## src/rtl/rr_arbiter_8_dec.sv

```systemverilog
// Round-robin arbiter for 8 requesters with a one-hot (decoded) grant, an encoded winner
// index, and per-grant hold limiting. All outputs come straight from registers.
module rr_arbiter_8_dec #(
  parameter int HOLD_MAX = 15,
  localparam int CW = (HOLD_MAX < 1) ? 1 : $clog2(HOLD_MAX + 1)
) (
  input  logic       Clk,
  input  logic       Rst,
  input  logic       En,
  input  logic [7:0] Req,
  input  logic       Done,
  output logic [7:0] Gnt,
  output logic [2:0] GntIdx,
  output logic       Valid,
  output logic       Timeout
);

  typedef enum logic {IDLE = 1'b0, GRANT = 1'b1} state_t;

  localparam logic [CW-1:0] HOLD_LAST = CW'((HOLD_MAX == 0) ? 0 : HOLD_MAX - 1);

  state_t        state_r, state_n;
  logic [2:0]    ptr_r, ptr_n;
  logic [2:0]    gnt_idx_r, gnt_idx_n;
  logic          valid_r, valid_n;
  logic          timeout_r, timeout_n;
  logic [7:0]    gnt_r, gnt_n;
  logic [CW-1:0] hold_cnt_r, hold_cnt_n;
  logic [3:0]    pick_s;

  function automatic logic [7:0] decode3(input logic [2:0] idx);
    decode3 = 8'h01 << idx;
  endfunction

  // Returns {found, index}; scanning downward lets the channel closest to ptr win.
  function automatic logic [3:0] pick(input logic [7:0] req, input logic [2:0] ptr);
    logic [2:0] idx;
    pick = 4'h0;
    for (int i = 7; i >= 0; i--) begin
      idx = ptr + 3'(i);
      if (req[idx]) begin
        pick = {1'b1, idx};
      end
    end
  endfunction

  assign pick_s = pick(Req, ptr_r);

  // Next-state, release priority and output computation
  always_comb begin
    state_n    = state_r;
    ptr_n      = ptr_r;
    gnt_idx_n  = gnt_idx_r;
    valid_n    = valid_r;
    timeout_n  = 1'b0;
    hold_cnt_n = hold_cnt_r;
    case (state_r)
      IDLE: begin
        if (En && pick_s[3]) begin
          gnt_idx_n  = pick_s[2:0];
          valid_n    = 1'b1;
          hold_cnt_n = '0;
          state_n    = GRANT;
        end else begin
          valid_n = 1'b0;
        end
      end
      GRANT: begin
        hold_cnt_n = hold_cnt_r + CW'(1);
        if (!En) begin
          valid_n = 1'b0;
          state_n = IDLE;
        end else if (Done || !Req[gnt_idx_r]) begin
          ptr_n   = gnt_idx_r + 3'd1;
          valid_n = 1'b0;
          state_n = IDLE;
        end else if ((HOLD_MAX != 0) && (hold_cnt_r == HOLD_LAST)) begin
          ptr_n     = gnt_idx_r + 3'd1;
          timeout_n = 1'b1;
          valid_n   = 1'b0;
          state_n   = IDLE;
        end else begin
          valid_n = 1'b1;
        end
      end
      default: begin
        state_n = IDLE;
        valid_n = 1'b0;
      end
    endcase
    gnt_n = valid_n ? decode3(gnt_idx_n) : 8'h00;
  end

  // State and output registers with synchronous reset
  always_ff @(posedge Clk) begin
    if (Rst) begin
      state_r    <= IDLE;
      ptr_r      <= 3'd0;
      gnt_idx_r  <= 3'd0;
      valid_r    <= 1'b0;
      timeout_r  <= 1'b0;
      gnt_r      <= 8'h00;
      hold_cnt_r <= '0;
    end else begin
      state_r    <= state_n;
      ptr_r      <= ptr_n;
      gnt_idx_r  <= gnt_idx_n;
      valid_r    <= valid_n;
      timeout_r  <= timeout_n;
      gnt_r      <= gnt_n;
      hold_cnt_r <= hold_cnt_n;
    end
  end

  assign Gnt     = gnt_r;
  assign GntIdx  = gnt_idx_r;
  assign Valid   = valid_r;
  assign Timeout = timeout_r;

endmodule

```

## config.mk

```make
export PLATFORM = sky130hd
export DESIGN_NAME = rr_arbiter_8_dec
export DESIGN_NICKNAME = d
export VERILOG_FILES = /design/src/rtl/rr_arbiter_8_dec.sv
export SDC_FILE = /design/constraint.sdc
export NUM_CORES = 1
export LEC_CHECK = 0
export BUFFER_PORTS_ARGS = -buffer_cell sky130_fd_sc_hd__buf_2
export CORE_MARGIN = 4
export CORE_UTILIZATION = 62
export CTS_CLUSTER_SIZE = 28
export DETAILED_ROUTE_END_ITERATION = 8
export GPL_TIMING_DRIVEN = 0
export HOLD_SLACK_MARGIN = 0.02
export PLACE_DENSITY_LB_ADDON = 0.2
export SLEW_MARGIN = 20
export SYNTH_ARGS = -nofsm -noshare
export SYNTH_HDL_FRONTEND = slang
export SYNTH_SLANG_ARGS = --single-unit
```

## constraint.sdc

```tcl
create_clock -name Clk -period 7.25 [get_ports Clk]
set_input_delay 1.0875 -clock Clk [delete_from_list [all_inputs] [get_ports Clk]]
set_output_delay 1.0875 -clock Clk [all_outputs]
set_load 0.02 [all_outputs]
```

==> results.yml <==
outcome:
  status: "completed"
yosys:
  synth_cells: 190
  ys.warnings.count: 0
  ys_seq_area_share_pct: 22.3
  yosys.area.top_type: "dfxtp_1"
  synthesis.area_um2: 1800
  synth_area_leaders: "dfxtp_1 (22%), mux4_2 (16%), mux2_2 (6.9%)"
  async_reset_ff_share_pct: 0
  yosys.cell_types.count: 50
  synth_common_cells: "dfxtp_1 (20), nor2_1 (20), nand2_1 (14)"
  synthFlopType: "dfxtp_1"
  synth.avg_cell_area_um2: 9.45
  ys_ff_latch: 20
  synth-edff-count: 0
  synth_nets: 207
  synth_top_area_share_pct: 22.3
clock_tree:
  cts_tree: "yes"
  h-tree-depth: 1
  clk_latency_ps: 300
  post_cts_buffers: 0
  cts_sinks: 20
  cts.reportedPaths.clkPinSlew_ps: 110
  cts_buffer_depth: 2
  cts-root-buf: "clkbuf_4"
  cts_resized: 0
  ctsHoldBuffers: 0
  cts_buffers: 3
worst_setup_path:
  ff2ff_path_depth: 12
  crit_type: "reg2reg"
  rrSetupSlack_ps: 3610
  required_ps: 7460
  end_kind: "flip-flop"
  worstPathArrival_ps: 3860
  critPathSlowestCell: "dfxtp_1"
  r2r_start: "ptr_r[1]"
  slowest_delay_ps: 400
  regToRegEndpoint: "Gnt[6]"
  cp_cell_sequence: "buf_2 -> clkinv_1 -> ha_1 -> buf_2 -> buf_2 -> mux4_2 -> mux2i_1 -> nor2_1 -> a2111o_1 -> o22ai_2 -> nand2b_4 -> and3b_1"
  worst_path_dominant_cell_family: "buffers and inverters"
  crit_buf_inv: 4
  critPathLaunchType: "flip-flop"
  worstPathMaxFanout: 10
  worst_path_most_repeated_cell: "buf_2"
place:
  port_buffers: 22
  dpl.hpwl_um: 3310
  post_dp_cell_area_um2: 1940
  place.gp.congestion: 0.962
timing:
  finClkSkew_ps: 3.58
  fin_crit_sh_pct: 50.2
  rsz0062_at_grt: "no"
  finalSetupTns_ps: 0
  setup_viol: 0
  slew_headroom_pct: 55.8
  fmax_ghz: 0.275
  tightest_slew_ps: 658
  finalCriticalPeriod_ps: 3640
  maxSlewViolCount: 0
  finalHoldViolations: 0
floorplan:
  initial_utilization_pct: 65.1
  die_h_um: 61.8
  dieArea_um2: 3820
  rows: 19
  die_x_um: 61.8
  pin_count: 25
  core-area_um2: 2760
final_layout:
  final_area_um2: 2000
  drive_gt1_share_pct: 31.9
  num_antenna_cells: 0
  fillCellCount: 211
  fin_nets: 234
  area_delta_synth_final_pct: 11.2
route:
  drc: 0
  vias_per_cell: 6.57
  wl_per_cell_um: 17.6
  ant_nets: 0
  drt_first_iter_violations: 159
  drtPass1Iterations: 4
  routed_wl_um: 4350
  num_vias: 1622
min_path:
  worstHoldPathCells: 2
  hold_end: "hold_cnt_r[2]"
  holdCritStartpoint: "hold_cnt_r[2]"
  hold_path.class: "reg2reg"
power:
  p_leak_nw: 0.807
  power_density_nw_per_um2: 161
  peakVddDrop_uv: 188
global_routing:
  antenna_found_initial: 0
  grt_overflow_total: 0
  grt_max_degree: 13
  grt_use_total_pct: 25.3
  grt_pass1_vias: 1583
  grt_pass1_wl_um: 7250
flow_run:
  max_cap_violations: 0
## layout by cell type (no fill, tap or decap), types with 2 or more instances in the layout
cell and count:
nor3b_2 3, o22ai_2 2, nor3_1 6, mux2_2 11
mux2i_1 10, and3b_1 2, a211oi_1 3, a221oi_1 2
inv_1 8, nand3b_1 3, xnor2_1 2, o21ai_0 5
mux4_2 13, buf_6 2, ha_1 5, nand3_1 5
nand2_1 14, buf_2 28, a41oi_1 2, clkbuf_1 5
clkbuf_4 3, a22oi_1 3, a31oi_1 2, dfxtp_1 20
o221ai_1 2, nor2b_1 4, nor4_1 2, nor2_1 20
a21oi_1 6
## logic make-up after synthesis
family                     Yosys count  synth area share [%]
buffers and inverters               22                  5.85
and+or+nand+nor                     64                  19.3
xor gates and xnor gates             3                  1.46
muxes                               34                  28.8
DFF                                 20                  22.3
AOI/OAI and AO/OA                   42                  18.8
adders and majority gates            5                  3.48
## sequential cells by signal, summed over array words and instances, names as in the netlist
| register | flops |
|---|---|
| Gnt | 8 |
| hold_cnt_r | 4 |
| GntIdx | 3 |
| ptr_r | 3 |
| Timeout | 1 |
| Valid | 1 |
## how the worst max path moves through the flow
stage                     slack (ps)  cells after the start     end  startpoint
final                           3610                     12  Gnt[6]    ptr_r[1]
after global routing            3350                     12  Gnt[6]    ptr_r[1]
after floorplan                 4150                      7  Gnt[6]      Req[6]
after global placement          3730                     12  Gnt[6]    ptr_r[1]
after detailed placement        3650                     12  Gnt[6]    ptr_r[1]
after CTS                       3620                     12  Gnt[6]    ptr_r[1]
## power by group
part / internal (W) / switching, W
clock: 0.0000559 / 0.0000344
sequential: 0.000114 / 0.00000438
combinational: 0.0000488 / 0.0000631
total: 0.000219 / 0.000102
## worst register-to-register path, cell delays in order, from the launching register on
cell and delay (ps):
dfxtp_1 400, buf_2 280, clkinv_1 290, ha_1 360
buf_2 180, buf_2 270, mux4_2 380, mux2i_1 330
nor2_1 80, a2111o_1 400, o22ai_2 210, nand2b_4 200
and3b_1 170
## per-layer routing
metal	up-vias	global-route usage (%)	part of all wire, %
li1	783	-	-
met3	20	2.69	5.5
met1	761	32.1	41
met4	0	17.3	4.8
met5	-	0	0
met2	58	40.5	49
## area by class of cell
type	instances	area [um2]	share of cell area [%]
sequential	20	400	20.1
timing repair buffer	22	110	5.51
inverter	9	33.8	1.69
tap	31	38.8	1.94
buffer	13	71.3	3.57
multi-input combinational	148	1290	64.6
clock buffer	3	22.5	1.13
clock inverter	1	30.0	1.50
## per-stage QoR
stage	setup WS (ps)	total power (W)	cells	hold WS, ps	util, %
after global routing	3350	0.000339	247	573	72.4
after floorplan	4150	0.000204	190	483	-
after detailed placement	3650	0.000231	243	529	70.5
after CTS	3620	0.000322	247	551	72.4
final	3610	0.000321	247	552	72.4
after global placement	3730	0.000228	243	500	70.5
Power figures use the tool's default switching activity.
